--- config.mk ---
export PLATFORM = sky130hd
export DESIGN_NAME = lru_eviction_policy_multiset_flat
export DESIGN_NICKNAME = d
export VERILOG_FILES = /design/src/rtl/lru_eviction_policy_multiset_if.sv /design/src/rtl/lru_eviction_policy_multiset.sv /design/src/flat_wrapper.sv
export SDC_FILE = /design/constraint.sdc
export NUM_CORES = 1
export LEC_CHECK = 0
export CAP_MARGIN = 15
export CORE_ASPECT_RATIO = 0.7
export CORE_MARGIN = 2
export CORE_UTILIZATION = 25
export CTS_BUF_LIST = sky130_fd_sc_hd__clkbuf_8
export DETAILED_ROUTE_END_ITERATION = 10
export MAX_ROUTING_LAYER = met4
export PLACE_DENSITY = 0.36
export SLEW_MARGIN = 20
export SYNTH_ARGS = -nofsm -noshare
export SYNTH_HDL_FRONTEND = slang
export SYNTH_SLANG_ARGS = --single-unit
--- constraint.sdc ---
create_clock -name clk -period 5.32 [get_ports clk]
set_clock_uncertainty 0.05 [all_clocks]
set_input_delay 1.33 -clock clk [delete_from_list [all_inputs] [get_ports clk]]
set_output_delay 1.33 -clock clk [all_outputs]
set_load 0.01 [all_outputs]
--- src/rtl/lru_eviction_policy_multiset_if.sv ---
// Controller-to-policy bundle: hit/allocate updates, victim request and the registered result.
interface lru_eviction_policy_multiset_if #(
    parameter int NUM_WAYS  = 4,
    parameter int SET_WIDTH = 4
);
    logic                 hitValid;
    logic [SET_WIDTH-1:0] hitSet;
    logic [NUM_WAYS-1:0]  hitWay;
    logic                 allocateValid;
    logic [SET_WIDTH-1:0] allocateSet;
    logic [NUM_WAYS-1:0]  allocateWay;
    logic                 evictReq;
    logic [SET_WIDTH-1:0] evictSet;
    logic [NUM_WAYS-1:0]  validMask;
    logic [NUM_WAYS-1:0]  lockMask;
    logic [NUM_WAYS-1:0]  evictionTarget;
    logic                 evictionReady;
    logic                 evictionFail;

    modport master (
        output hitValid, hitSet, hitWay,
        output allocateValid, allocateSet, allocateWay,
        output evictReq, evictSet, validMask, lockMask,
        input  evictionTarget, evictionReady, evictionFail
    );

    modport slave (
        input  hitValid, hitSet, hitWay,
        input  allocateValid, allocateSet, allocateWay,
        input  evictReq, evictSet, validMask, lockMask,
        output evictionTarget, evictionReady, evictionFail
    );
endinterface

--- src/rtl/lru_eviction_policy_multiset.sv ---
// Multi-set true-LRU policy: per-set age permutations, hit/allocate touches,
// victim selection preferring unlocked invalid ways, registered one-hot result.
module lru_eviction_policy_multiset #(
    parameter int NUM_WAYS  = 4,
    parameter int NUM_SETS  = 16,
    parameter int SET_WIDTH = (NUM_SETS > 1) ? $clog2(NUM_SETS) : 1,
    parameter int AGE_WIDTH = $clog2(NUM_WAYS)
) (
    input  logic clk,
    input  logic reset,
    lru_eviction_policy_multiset_if.slave bus
);
    typedef logic [NUM_WAYS-1:0][AGE_WIDTH-1:0] ages_t;
    localparam logic [NUM_WAYS-1:0] ONE = {{(NUM_WAYS-1){1'b0}}, 1'b1};

    function automatic logic is_onehot(input logic [NUM_WAYS-1:0] v);
        return (v != '0) && ((v & (v - ONE)) == '0);
    endfunction

    // Touched way becomes MRU; only ways younger than it age by one.
    function automatic ages_t touch(input ages_t a, input logic [NUM_WAYS-1:0] way);
        logic [AGE_WIDTH-1:0] touched_age;
        ages_t                res;
        touched_age = '0;
        for (int w = 0; w < NUM_WAYS; w++) begin
            if (way[w]) touched_age = touched_age | a[w];
        end
        for (int w = 0; w < NUM_WAYS; w++) begin
            if (way[w])                   res[w] = '0;
            else if (a[w] < touched_age)  res[w] = a[w] + 1'b1;
            else                          res[w] = a[w];
        end
        return res;
    endfunction

    ages_t r_age      [NUM_SETS];
    ages_t w_age_hit  [NUM_SETS];
    ages_t w_age_next [NUM_SETS];

    logic w_hit_ok;
    logic w_alloc_ok;
    assign w_hit_ok   = bus.hitValid      && is_onehot(bus.hitWay);
    assign w_alloc_ok = bus.allocateValid && is_onehot(bus.allocateWay);

    // Hit is applied before allocate so a same-set allocate always ends MRU.
    genvar gi;
    generate
        for (gi = 0; gi < NUM_SETS; gi++) begin : g_set
            assign w_age_hit[gi] = (w_hit_ok && bus.hitSet == SET_WIDTH'(gi))
                                 ? touch(r_age[gi], bus.hitWay) : r_age[gi];
            assign w_age_next[gi] = (w_alloc_ok && bus.allocateSet == SET_WIDTH'(gi))
                                  ? touch(w_age_hit[gi], bus.allocateWay) : w_age_hit[gi];
        end
    endgenerate

    always_ff @(posedge clk or posedge reset) begin
        if (reset) begin
            for (int s = 0; s < NUM_SETS; s++) begin
                for (int w = 0; w < NUM_WAYS; w++) begin
                    r_age[s][w] <= AGE_WIDTH'(w);
                end
            end
        end else begin
            for (int s = 0; s < NUM_SETS; s++) begin
                r_age[s] <= w_age_next[s];
            end
        end
    end

    ages_t                w_sel_age;
    logic [NUM_WAYS-1:0]  w_cand;
    logic [NUM_WAYS-1:0]  w_invalid;
    logic [NUM_WAYS-1:0]  w_victim;
    logic                 w_fail;
    logic                 w_found;
    logic [AGE_WIDTH-1:0] w_best_age;

    // Selection reads pre-update ages, so same-cycle touches are not visible.
    always_comb begin
        w_sel_age  = r_age[0];
        w_victim   = '0;
        w_fail     = 1'b0;
        w_found    = 1'b0;
        w_best_age = '0;
        for (int s = 0; s < NUM_SETS; s++) begin
            if (bus.evictSet == SET_WIDTH'(s)) w_sel_age = r_age[s];
        end
        w_cand    = ~bus.lockMask;
        w_invalid = w_cand & ~bus.validMask;
        if (w_invalid != '0) begin
            w_victim = w_invalid & (~w_invalid + ONE);
        end else if (w_cand == '0) begin
            w_fail = 1'b1;
        end else begin
            for (int w = 0; w < NUM_WAYS; w++) begin
                if (w_cand[w] && (!w_found || w_sel_age[w] > w_best_age)) begin
                    w_found    = 1'b1;
                    w_best_age = w_sel_age[w];
                    w_victim   = ONE << w;
                end
            end
        end
    end

    logic [NUM_WAYS-1:0] r_target;
    logic                r_ready;
    logic                r_fail;

    always_ff @(posedge clk or posedge reset) begin
        if (reset) begin
            r_target <= '0;
            r_ready  <= 1'b0;
            r_fail   <= 1'b0;
        end else begin
            r_ready <= bus.evictReq;
            if (bus.evictReq) begin
                r_target <= w_victim;
                r_fail   <= w_fail;
            end
        end
    end

    assign bus.evictionTarget = r_target;
    assign bus.evictionReady  = r_ready;
    assign bus.evictionFail   = r_fail;
endmodule

--- src/flat_wrapper.sv ---
// flat-port wrapper written by rule: the top's interface ports become plain ports
module lru_eviction_policy_multiset_flat 
#(
    parameter int NUM_WAYS  = 4,
    parameter int NUM_SETS  = 16,
    parameter int SET_WIDTH = (NUM_SETS > 1) ? $clog2(NUM_SETS) : 1,
    parameter int AGE_WIDTH = $clog2(NUM_WAYS)
)
  (clk, reset, bus_hitValid, bus_hitSet, bus_hitWay, bus_allocateValid, bus_allocateSet, bus_allocateWay, bus_evictReq, bus_evictSet, bus_validMask, bus_lockMask, bus_evictionTarget, bus_evictionReady, bus_evictionFail);
  lru_eviction_policy_multiset_if #(.NUM_WAYS(NUM_WAYS), .SET_WIDTH(SET_WIDTH)) bus_i ();
  input  logic clk;
  input  logic reset;
  input wire logic [$bits(bus_i.hitValid)-1:0] bus_hitValid;
  input wire logic [$bits(bus_i.hitSet)-1:0] bus_hitSet;
  input wire logic [$bits(bus_i.hitWay)-1:0] bus_hitWay;
  input wire logic [$bits(bus_i.allocateValid)-1:0] bus_allocateValid;
  input wire logic [$bits(bus_i.allocateSet)-1:0] bus_allocateSet;
  input wire logic [$bits(bus_i.allocateWay)-1:0] bus_allocateWay;
  input wire logic [$bits(bus_i.evictReq)-1:0] bus_evictReq;
  input wire logic [$bits(bus_i.evictSet)-1:0] bus_evictSet;
  input wire logic [$bits(bus_i.validMask)-1:0] bus_validMask;
  input wire logic [$bits(bus_i.lockMask)-1:0] bus_lockMask;
  output wire logic [$bits(bus_i.evictionTarget)-1:0] bus_evictionTarget;
  output wire logic [$bits(bus_i.evictionReady)-1:0] bus_evictionReady;
  output wire logic [$bits(bus_i.evictionFail)-1:0] bus_evictionFail;
  assign bus_i.hitValid = bus_hitValid;
  assign bus_i.hitSet = bus_hitSet;
  assign bus_i.hitWay = bus_hitWay;
  assign bus_i.allocateValid = bus_allocateValid;
  assign bus_i.allocateSet = bus_allocateSet;
  assign bus_i.allocateWay = bus_allocateWay;
  assign bus_i.evictReq = bus_evictReq;
  assign bus_i.evictSet = bus_evictSet;
  assign bus_i.validMask = bus_validMask;
  assign bus_i.lockMask = bus_lockMask;
  assign bus_evictionTarget = bus_i.evictionTarget;
  assign bus_evictionReady = bus_i.evictionReady;
  assign bus_evictionFail = bus_i.evictionFail;
  lru_eviction_policy_multiset #(.NUM_WAYS(NUM_WAYS), .NUM_SETS(NUM_SETS), .SET_WIDTH(SET_WIDTH), .AGE_WIDTH(AGE_WIDTH)) u_core (.clk(clk), .reset(reset), .bus(bus_i));
endmodule
==> results by group, run 1 <==
Outcome
  • Outcome: finished, violations left
  • Failing checks: setup timing

Worst setup path
  • Critical path launch point type: input port
  • WP data required: 5.82 ns
  • Crit Path Max Fanout: 5
  • Worst path arrival time: 5.99 ns
  • CP peak stage delay: 0.57 ns
  • R2R setup slack: 0.27 ns
  • Crit path top cell by count: o21ai_2
  • R2r worst-path depth: 26
  • Slowest-stage cell, CP: or4b_4
  • Worst R2R End: u_core.bus.evictionTarget[0]
  • Critical path startpoint: bus_evictSet[2]
  • Critical R2R Launch: u_core.r_age[105]
  • CP endpoint kind: flip-flop
  • WS Path Type: in -> reg

Placement
  • Detail Placement HPWL: 74180 um
  • Input/output buffers: 38
  • Placer Congestion: 0.9332

Global routing
  • Met3 usage: 4.126%
  • M1 GR Usage: 41.45%
  • GR peak layer: met1
  • Vias in the first global route: 20240
  • First-pass GRT wire length: 139800 um
  • Largest net degree at the start of global routing: 59
  • M2 GR Usage: 35.47%
  • Total GRT Usage: 26.76%
  • Initial antenna violation count: 4
  • GR Overflow Total: 0

Synth
  • Synth top area share: 9.877%
  • Warnings, synthesis: 0
  • Post-synth EDFFs: 0
  • Synth area leader: dfrtp_1
  • Syn Std Cell Area: 0.01774 mm^2
  • Async set-reset flop share out of synthesis: 100.0%
  • Most frequent cell after synthesis: nor2_1
  • Syn avg cell area: 7.550 um^2
  • Top post-synthesis cells by area: dfrtp_1 (9.9%), dfstp_2 (9.5%), ha_1 (9.5%)
  • Synth Instances: 2349
  • Seq/Total Area, Yosys: 19.36%
  • Most frequent cells after synthesis: nor2_1 (255), a21oi_1 (201), nand2_1 (176)
  • Register bit total from synthesis: 134
  • Main synth FF type: dfrtp_1
  • Net Count, Synth: 2516
  • Netlist cell types: 97

Timing
  • Final setup fails: 3
  • Final Hold Violating Endpoints: 0
  • Post-route clock period utilization: 103.2%
  • Hold Worst Slack: 0.4781 ns
  • Minimum clock period: 5.491 ns
  • RSZ-0062 raised after global routing: true
  • Fmax: 182.1 MHz
  • Worst Max-Slew Pin Slew: 0.8414 ns
  • PnR worst setup slack: -0.1708 ns
  • Fin. max-slew vios: 0
  • Slew headroom: 43.19%

Route
  • Post-route DRC violation count: 0
  • DRT Pass-1 Iters: 6
  • Avg WL per Cell: 25.85 um
  • Post-Route WL: 94750 um
  • Vias: 21270
  • DRT iter0 DRCs: 2397
  • Antenna-violating nets left: 0
  • Vias per inst: 5.801

Hold path
  • Worst hold path startpoint: u_core.bus.evictionFail
  • Worst hold endpoint: u_core.bus.evictionFail
  • HP Class: reg -> reg
  • Hold-critical path depth: 1

Power
  • Peak supply drop: 0.0001312 V
  • Leak: 9.698 nW
  • Power Density: 169.4 mW/mm^2
  • Tot Pwr: 3.968 mW

Floorplanning
  • CORE AREA: 0.07003 mm^2
  • Die height: 226.8 um
  • Row cnt: 81
  • Top Ports: 39
  • DIE AREA: 0.07312 mm^2
  • Chip width: 322.4 um
  • Initial Utilization: 25.33%

Clock network
  • Clk buf depth: 2
  • CTS buffer count: 17
  • Worst-path clk slew: 0.11 ns
  • TritonCTS Sinks: 134
  • Htree depth: 4
  • Worst-Skew Late Latency: 0.60 ns
  • CTS tree: built
  • Root Buffer: clkbuf_8

Layout
  • Filler cell count: 7418
  • Final core occ: 33.45%
  • Syn-to-layout area delta: 32.10%
  • Nets: 2865
  • Share of cells above drive strength 1: 28.11%

Job
  • MaxCap Viol Count: 0
-- power by group --
| group | switching, mW | total (mW) | internal [mW] |
|---|---|---|---|
| sequential | 0.176 | 1.31 | 1.13 |
| combinational | 0.861 | 1.46 | 0.598 |
| clock | 0.574 | 1.20 | 0.629 |
| total | 1.61 | 3.97 | 2.36 |
-- worst max path at each step --
stage | end | slack (ns)
floorplan | u_core.bus.evictionTarget[0] | -0.40
global placement | u_core.bus.evictionTarget[0] | -1.33
detailed placement | u_core.bus.evictionTarget[0] | -1.37
CTS | u_core.bus.evictionTarget[0] | -0.37
global route | u_core.bus.evictionTarget[0] | -0.32
finish | u_core.bus.evictionTarget[0] | -0.17
-- layer usage --
| layer | wire length (um) | part of all wire (%) |
|---|---|---|
| met3 | 6161 | 6.5 |
| met2 | 36720 | 39 |
| met1 | 50510 | 53 |
| met4 | 1361 | 1.4 |
| met5 | 0 | 0 |
-- cell type report --
type | instances | area, um^2 | area share, %
well taps | 954 | 1194 | 5.095
inverters | 83 | 316.6 | 1.351
clock buffers | 19 | 261.5 | 1.116
multi-input cells | 1971 | 13910 | 59.39
diodes | 1 | 2.502 | 0.01068
repair buffers | 491 | 4080 | 17.42
flip-flops and latches | 134 | 3433 | 14.65
clock inverters | 13 | 226.5 | 0.9666
-- placed cells by master, fill, tap and decap left out, types with 21 or more instances in the layout --
cell type / n
a21oi_1: 193
nand3_1: 27
buf_4: 424
buf_12: 21
nor2b_1: 29
a31oi_1: 23
ha_1: 132
and2_1: 25
a22o_1: 41
clkdlybuf4s50_1: 26
mux2i_1: 47
dfstp_2: 64
o21ai_1: 25
inv_1: 77
nor3b_1: 33
nand2b_1: 21
nor4_1: 27
nor2_1: 250
a211oi_1: 25
o211ai_1: 44
nand4_1: 27
o22ai_1: 44
dfrtp_1: 70
o21a_1: 34
nor3_1: 41
a221oi_2: 27
o21ai_0: 153
nand2_1: 172
a21o_1: 25
-- worst max-delay path, delay by kind of cell --
kind                       cells  cell delay [ns]
and+or+nand+nor                9             1.74
AOI/OAI and AO/OA             13             1.67
adders and majority gates      3             0.87
buffers and inverters          2             0.21
muxes                          1             0.16
-- logic make-up (layout without fill, tap and decap cells) --
kind of cell	count (synthesis)	in the layout	share of synthesized area, %
and+or+nand+nor	804	804	23.32
muxes	70	70	4.360
adders and majority gates	134	134	9.453
buffers and inverters	244	606	5.510
AOI/OAI and AO/OA	956	956	37.65
other	0	1	0
DFF	134	134	19.36
xor gates and xnor gates	7	7	0.3457
-- state kept, by name, summed over array words and instances, names as in the netlist --
register,flops
u_core.bus.evictionReady,1
u_core.bus.evictionTarget,4
u_core.bus.evictionFail,1
u_core.r_age,128
-- through the flow --
stage               instances  setup slack, ns  setup TNS, ns  instance area [um^2]
finish                   3666          -0.1708        -0.3125                 23430
global route             3665          -0.3239        -0.9224                 23430
CTS                      3658          -0.3674        -0.9821                 23110
detailed placement       3610           -1.371         -6.550                 22420
global placement         3610           -1.332         -6.162                 22420
floorplan                2349          -0.4036        -0.8179                 18270
-- what timing repair did --
action	in CTS	in global routing
buffers inserted	16	8
gates cloned	0	1
pin swaps	20	32
hold buffers	0	0
gates resized for setup	27	63
hold endpoints to repair	0	0
setup endpoints to repair	4	5
(Power assumes the default switching activity.)
==> inputs of run 2 (changes only) <==
CORE_ASPECT_RATIO = 0.9   (was 0.7)
GPL_ROUTABILITY_DRIVEN = 0   (was not set)
SLEW_MARGIN = not set   (was 20)
==> run 2 against run 1 <==
- the run still ends with setup timing left
- clock power barely moved
- combinational power is essentially flat
- critical path depth increased by 1
- via count is 0.60% lower
- register-to-register slack worse by 0.09 ns
- utilization decreased by 0.33 points
- fmax down 3.2%
- non-clock buffer count decreased by 28
- global-route usage decreased by 1.7 points
- final area decreased by 0.88%
- count of clock-buffer cells in the layout fell by 2
- sequential cell count stayed put
- critical path type unchanged
- critical endpoint unchanged
- largest cell class unchanged
- largest power group unchanged
==> results by group, run 2 (synthesis gave the netlist of run 1 again) <==
Placement
  • Pre-CTS setup slack: -1.572 ns (-0.2009 ns)
  • Input/output buffers: 38 (unchanged)
  • Detail Placement HPWL: 69820 um (-5.9%)

Route
  • Vias: 21140 (-0.60%)
  • Antenna-violating nets left: 0 (unchanged)
  • DRT Pass-1 Iters: 6 (unchanged)
  • DRT iter0 DRCs: 1987 (-17%)
  • Vias per inst: 5.832 (+0.52%)
  • Post-Route WL: 90560 um (-4.4%)
  • Post-route DRC violation count: 0 (unchanged)
  • Avg WL per Cell: 24.98 um (-3.3%)

Worst setup path
  • CP endpoint kind: flip-flop
  • Worst path arrival time: 6.17 ns (+0.18 ns)
  • WP data required: 5.82 ns (about the same)
  • Critical path launch point type: input port
  • WS Path Type: in -> reg
  • CP peak stage delay: 0.55 ns (-0.02 ns)
  • Crit Path Max Fanout: 7 (+2)
  • Crit path top cell by count: buf_4
  • Slowest-stage cell, CP: or4b_4

Power
  • Switching Share: 39.93% (-0.66 points)
  • Switching pwr: 1.588 mW (-1.4%)
  • Power Density: 171.3 mW/mm^2 (+1.1%)
  • Peak supply drop: 0.0001954 V (+49%)
  • Sequential power share: 32.5% (-0.4 points)
  • Cell internal pwr: 2.389 mW (+1.3%)
  • Clock share of power: 30.1% (-0.2 points)
  • Leak: 9.567 nW (-1.3%)
  • Comb pwr share: 37.5% (+0.7 points)

Timing
  • Post-route clock period utilization: 106.6% (+3.4 points)
  • Fmax: 176.4 MHz (-3.2%)
  • Worst Max-Slew Pin Slew: 1.052 ns (+0.2103 ns)
  • Slew headroom: 29.88% (-13 points)
  • Minimum clock period: 5.670 ns (+0.1792 ns)
  • RSZ-0062 raised after global routing: true
  • Fin. max-slew vios: 0 (unchanged)
  • Final setup fails: 4 (+1)
  • Final Hold Violating Endpoints: 0 (unchanged)
  • PnR worst setup slack: -0.3500 ns (-0.1792 ns)

Outcome
  • Failing checks: setup timing
  • Outcome: finished, violations left

Global routing
  • Largest net degree at the start of global routing: 74 (+25%)
  • Vias in the first global route: 20210 (-0.15%)
  • Total GRT Usage: 25.03% (-1.7 points)
  • GR Overflow Total: 0 (unchanged)
  • First-pass GRT wire length: 134300 um (-3.9%)
  • Initial antenna violation count: 4 (unchanged)

Floorplanning
  • CORE AREA: 0.07010 mm^2 (+0.10%)
  • Row cnt: 92 (+14%)
  • Die height: 256.7 um (+13%)
  • Chip width: 284.8 um (-12%)
  • DIE AREA: 0.07309 mm^2 (about the same)
  • Top Ports: 39 (unchanged)
  • Initial Utilization: 25.30% (-0.026 points)

Layout
  • Share of cells above drive strength 1: 27.11% (-1.0 points)
  • Max reg flops: 128 (unchanged)
  • Nets: 2837 (-0.98%)
  • Most common cell after layout, fill and taps aside: buf_4
  • Filler cell count: 7401 (-0.23%)
  • Commonest cells after routing, fill and taps aside: buf_4 (398), nor2_1 (252), a21oi_1 (193), nand2_1 (173), o21ai_0 (155)
  • Largest Register: u_core.r_age
  • Syn-to-layout area delta: 30.93%
  • Final core occ: 33.13% (-0.33 points)

Clock network
  • CTS tree: built
  • Root Buffer: clkbuf_8
  • TritonCTS Sinks: 134 (unchanged)
  • Clk buf depth: 2 (unchanged)
  • Htree depth: 4 (unchanged)
  • Worst-path clk slew: 0.09 ns (-0.02 ns)
  • CTS buffer count: 17 (unchanged)
  • Worst-Skew Late Latency: 0.62 ns (+0.02 ns)
  • CTS Hold Bufs: 0 (unchanged)

Job
  • MaxCap Viol Count: 0 (unchanged)

Hold path
  • HP Class: reg -> reg
run 2: cell type report:
cell class | count | area [um^2] | area share (%)
clock inverter | 14 | 257.7 | 1.110
sequential | 134 | 3433 | 14.78
inverter | 83 | 320.3 | 1.379
antenna | 3 | 7.507 | 0.03233
clock buffer | 17 | 234.0 | 1.008
tap | 940 | 1176 | 5.065
multi-input combinational | 1971 | 13900 | 59.84
timing repair buffer | 463 | 3897 | 16.78
run 2: power groups by stage:
stage | clock network (mW) | logic [mW] | registers [mW]
after detailed placement | 0 | 1.35 | 1.30
after CTS | 1.24 | 1.40 | 1.28
after global routing | 1.27 | 1.60 | 1.29
after floorplan | 0 | 0.800 | 1.20
after global placement | 0 | 1.35 | 1.30
final | 1.20 | 1.49 | 1.29
run 2: per-stage QoR:
step	TNS (ns)	cell area (um^2)	cells	hold slack, ns	total power, mW
3_3_place_gp	-5.479	22080	3553	0.4463	2.650
5_1_grt	-1.748	23220	3625	0.4994	4.163
6_report	-1.074	23220	3625	0.4697	3.977
2_1_floorplan	-0.8179	18270	2349	0.4989	2.004
4_1_cts	-0.7981	22860	3607	0.4782	3.926
3_5_place_dp	-5.807	22080	3553	0.4529	2.646
run 2: critical path: cells and delay by family:
family / cells / cell delay, ns
AO/OA/AOI/OAI: 11 / 1.38
adder cells (fa/ha/maj): 2 / 0.60
buffers and inverters: 8 / 0.99
multiplexers: 1 / 0.15
AND/OR/NAND/NOR: 7 / 1.69
run 2: what timing repair did:
item,4_1_cts,5_1_grt
pin swaps,24,33
gates resized for setup,34,45
setup endpoints to repair,4,4
setup buffers,24,14
gates cloned,0,2
run 2: layer usage:
metal	global-route usage (%)	routed length [um]	vias to the layer above
li1	-	-	9808
met1	35.31	43990	10450
met2	37.00	39300	759
met3	3.434	5257	120
met4	7.047	2014	0
met5	-	0	-
run 2: final timing paths:
| check | from | endpoint | slack, ns | cells past startpoint |
|---|---|---|---|---|
| setup / recovery | bus_evictSet[3] | u_core.bus.evictionTarget[0] | -0.35 | 29 |
| hold / removal | u_core.bus.evictionTarget[3] | u_core.bus.evictionTarget[3] | 0.47 | 2 |
| setup reg to reg | u_core.r_age[65] | u_core.bus.evictionTarget[0] | 0.18 | 25 |
| hold reg to reg | u_core.bus.evictionTarget[3] | u_core.bus.evictionTarget[3] | 0.47 | 2 |
| max in group asynchronous | reset | u_core.r_age[53] | 3.01 | 3 |
| min in group asynchronous | reset | u_core.r_age[124] | 1.22 | 2 |
==> inputs of run 3 (changes only) <==
ABC_CLOCK_PERIOD_IN_PS = 5320   (was not set)
CELL_PAD_IN_SITES_DETAIL_PLACEMENT = 1   (was not set)
CELL_PAD_IN_SITES_GLOBAL_PLACEMENT = 1   (was not set)
GPL_TIMING_DRIVEN = 0   (was not set)
PLACE_DENSITY = 0.45   (was 0.36)
==> run 3 against run 2 <==
- the run still ends with setup timing left
- critical path depth unchanged
- final area increased by 0.29%
- count of clock-buffer cells in the layout unchanged
- non-clock buffer count decreased by 123
- critical path type unchanged
- sequential power about the same
- die area unchanged
- clock power decreased by 20%
- fmax decreased by 3.3%
- first-iteration DRC count increased by 9.9%
- critical endpoint unchanged
- largest cell class unchanged
- register-to-register slack got worse by 0.26 ns
- utilization increased by 0.095 points
- hold slack improved by 0.0031 ns
==> results by group, run 3 (synthesis gave the netlist of run 1 again) <==
Outcome
  • Outcome: finished, violations left
  • Failing checks: setup timing

Global routing
  • Largest net degree at the start of global routing: 76 (+2.7%)
  • GR Overflow Total: 0 (unchanged)
  • Total GRT Usage: 34.09% (+9.1 points)
  • Initial antenna violation count: 5 (+1)
  • Vias in the first global route: 21950 (+8.6%)
  • First-pass GRT wire length: 172700 um (+29%)

Worst setup path
  • WS Path Type: in -> reg
  • Crit Path Max Fanout: 6 (-1)
  • Worst path arrival time: 6.35 ns (+0.18 ns)
  • CP endpoint kind: flip-flop
  • R2R setup slack: -0.08 ns (-0.26 ns)
  • Slowest-stage cell, CP: or4b_4
  • R2r worst-path depth: 27 (+8.0%)
  • CP peak stage delay: 0.57 ns (+0.02 ns)
  • Critical path launch point type: input port
  • WP data required: 5.81 ns (about the same)
  • Crit path top cell by count: a21oi_2

Floorplanning
  • Row cnt: 92 (unchanged)
  • Chip width: 284.8 um (unchanged)
  • CORE AREA: 0.07010 mm^2 (unchanged)
  • Initial Utilization: 25.30% (unchanged)
  • Top Ports: 39 (unchanged)
  • Die height: 256.7 um (unchanged)
  • DIE AREA: 0.07309 mm^2 (unchanged)

Timing
  • Minimum clock period: 5.861 ns (+0.1905 ns)
  • Fin. max-slew vios: 0 (unchanged)
  • Hold Worst Slack: 0.4728 ns (+0.003130 ns)
  • Slew headroom: 16.67% (-13 points)
  • Final setup fails: 14 (+10)
  • RSZ-0062 raised after global routing: true
  • Post-route clock period utilization: 110.2% (+3.6 points)
  • Post-Route Setup TNS: -1.835 ns (-0.7611 ns)
  • Worst Max-Slew Pin Slew: 1.250 ns (+0.1983 ns)
  • Final Hold Violating Endpoints: 0 (unchanged)
  • Fmax: 170.6 MHz (-3.3%)
  • PnR worst setup slack: -0.5406 ns (-0.1905 ns)

Route
  • Post-Route WL: 123900 um (+37%)
  • Vias: 22410 (+6.0%)
  • Avg WL per Cell: 35.28 um (+41%)
  • DRT iter0 DRCs: 2183 (+9.9%)
  • Vias per inst: 6.383 (+9.5%)
  • DRT Pass-1 Iters: 6 (unchanged)
  • Post-route DRC violation count: 0 (unchanged)
  • Antenna-violating nets left: 0 (unchanged)

Power
  • Comb pwr share: 42.3% (+4.8 points)
  • Cell internal pwr: 2.101 mW (-12%)
  • Clock share of power: 24.5% (-5.6 points)
  • Leak: 9.066 nW (-5.2%)
  • Switching pwr: 1.820 mW (+15%)
  • Peak supply drop: 0.0001877 V (-3.9%)
  • Switching Share: 46.42% (+6.5 points)
  • Sequential power share: 33.1% (+0.6 points)
  • Power Density: 168.4 mW/mm^2 (-1.7%)

Clock network
  • CTS buffer count: 17 (unchanged)
  • Worst-path clk slew: 0.09 ns (about the same)
  • Clk buf depth: 2 (unchanged)
  • CTS tree: built
  • TritonCTS Sinks: 134 (unchanged)
  • Htree depth: 4 (unchanged)
  • Worst-Skew Late Latency: 0.63 ns (about the same)
  • Root Buffer: clkbuf_8

Layout
  • Share of cells above drive strength 1: 25.20% (-1.9 points)
  • Final core occ: 33.22% (+0.095 points)
  • Nets: 2714 (-4.3%)
  • Syn-to-layout area delta: 31.31%
  • Max reg flops: 128 (unchanged)
  • Most common cell after layout, fill and taps aside: nor2_1
  • Commonest cells after routing, fill and taps aside: nor2_1 (241), a21oi_1 (185), nand2_1 (173), o21ai_0 (145), buf_4 (136)
  • Final instance area: 0.02329 mm^2 (+0.29%)
  • Largest Register: u_core.r_age

Job
  • MaxCap Viol Count: 0 (unchanged)

Placement
  • Input/output buffers: 29 (-24%)
  • Detail Placement HPWL: 91540 um (+31%)
  • DP Area: 0.02015 mm^2 (-8.8%)

Hold path
  • Hold-critical path depth: 1 (-1)
  • HP Class: reg -> reg
[run 3: worst paths after layout]
path,from,end
max,bus_evictSet[2],u_core.bus.evictionTarget[0]
min,u_core.bus.evictionTarget[0],u_core.bus.evictionTarget[0]
max reg2reg,u_core.r_age[83],u_core.bus.evictionTarget[0]
min reg2reg,u_core.bus.evictionTarget[0],u_core.bus.evictionTarget[0]
max in group asynchronous,reset,u_core.r_age[10]
min in group asynchronous,reset,u_core.r_age[124]
[run 3: what timing repair did]
item,CTS,global route
pin swaps,49,65
resized for setup,245,139
setup buffers,61,72
cloned,0,1
endpoints found under the setup margin,132,108
hold buffers,0,0
[run 3: layout make-up]
| cell class | count | area, um^2 |
|---|---|---|
| sequential | 134 | 3433 |
| multi-input combinational | 1971 | 14960 |
| inverter | 83 | 327.8 |
| fill | 8318 | 46810 |
| timing repair buffer | 185 | 1748 |
| clock buffer | 17 | 234.0 |
| clock inverter | 15 | 113.9 |
| buffer | 155 | 1271 |
| tap | 940 | 1176 |
| antenna | 11 | 27.53 |
[run 3: power by group through the flow]
| stage | clock, mW | sequential, mW | combinational, mW |
|---|---|---|---|
| 3_5_place_dp | 0 | 1.30 | 1.40 |
| 3_3_place_gp | 0 | 1.30 | 1.36 |
| 4_1_cts | 0.989 | 1.28 | 1.53 |
| 5_1_grt | 1.01 | 1.30 | 1.73 |
| 2_1_floorplan | 0 | 1.20 | 0.800 |
| 6_report | 0.963 | 1.30 | 1.66 |
[run 3: worst max-delay path, delay by kind of cell]
kind	cells	cell delay, ns
AOI/OAI and AO/OA	13	1.79
adders and majority gates	3	0.88
buffers and inverters	4	0.49
muxes	1	0.15
and+or+nand+nor	8	1.70
[run 3: per-layer routing]
layer,GRT usage (%),share of wire [%],vias to the layer above
li1,-,-,9575
met1,44.85,44,11510
met2,49.52,43,1076
met3,7.447,8.6,249
met4,15.64,4.8,0
met5,-,0,-
[run 3: metrics by stage]
step	setup WS [ns]	power, mW	std cells
5_1_grt	-0.7285	4.036	3504
3_3_place_gp	-3.063	2.660	3318
6_report	-0.5406	3.921	3511
2_1_floorplan	-0.4036	2.004	2349
4_1_cts	-0.5089	3.798	3428
3_5_place_dp	-2.792	2.702	3339
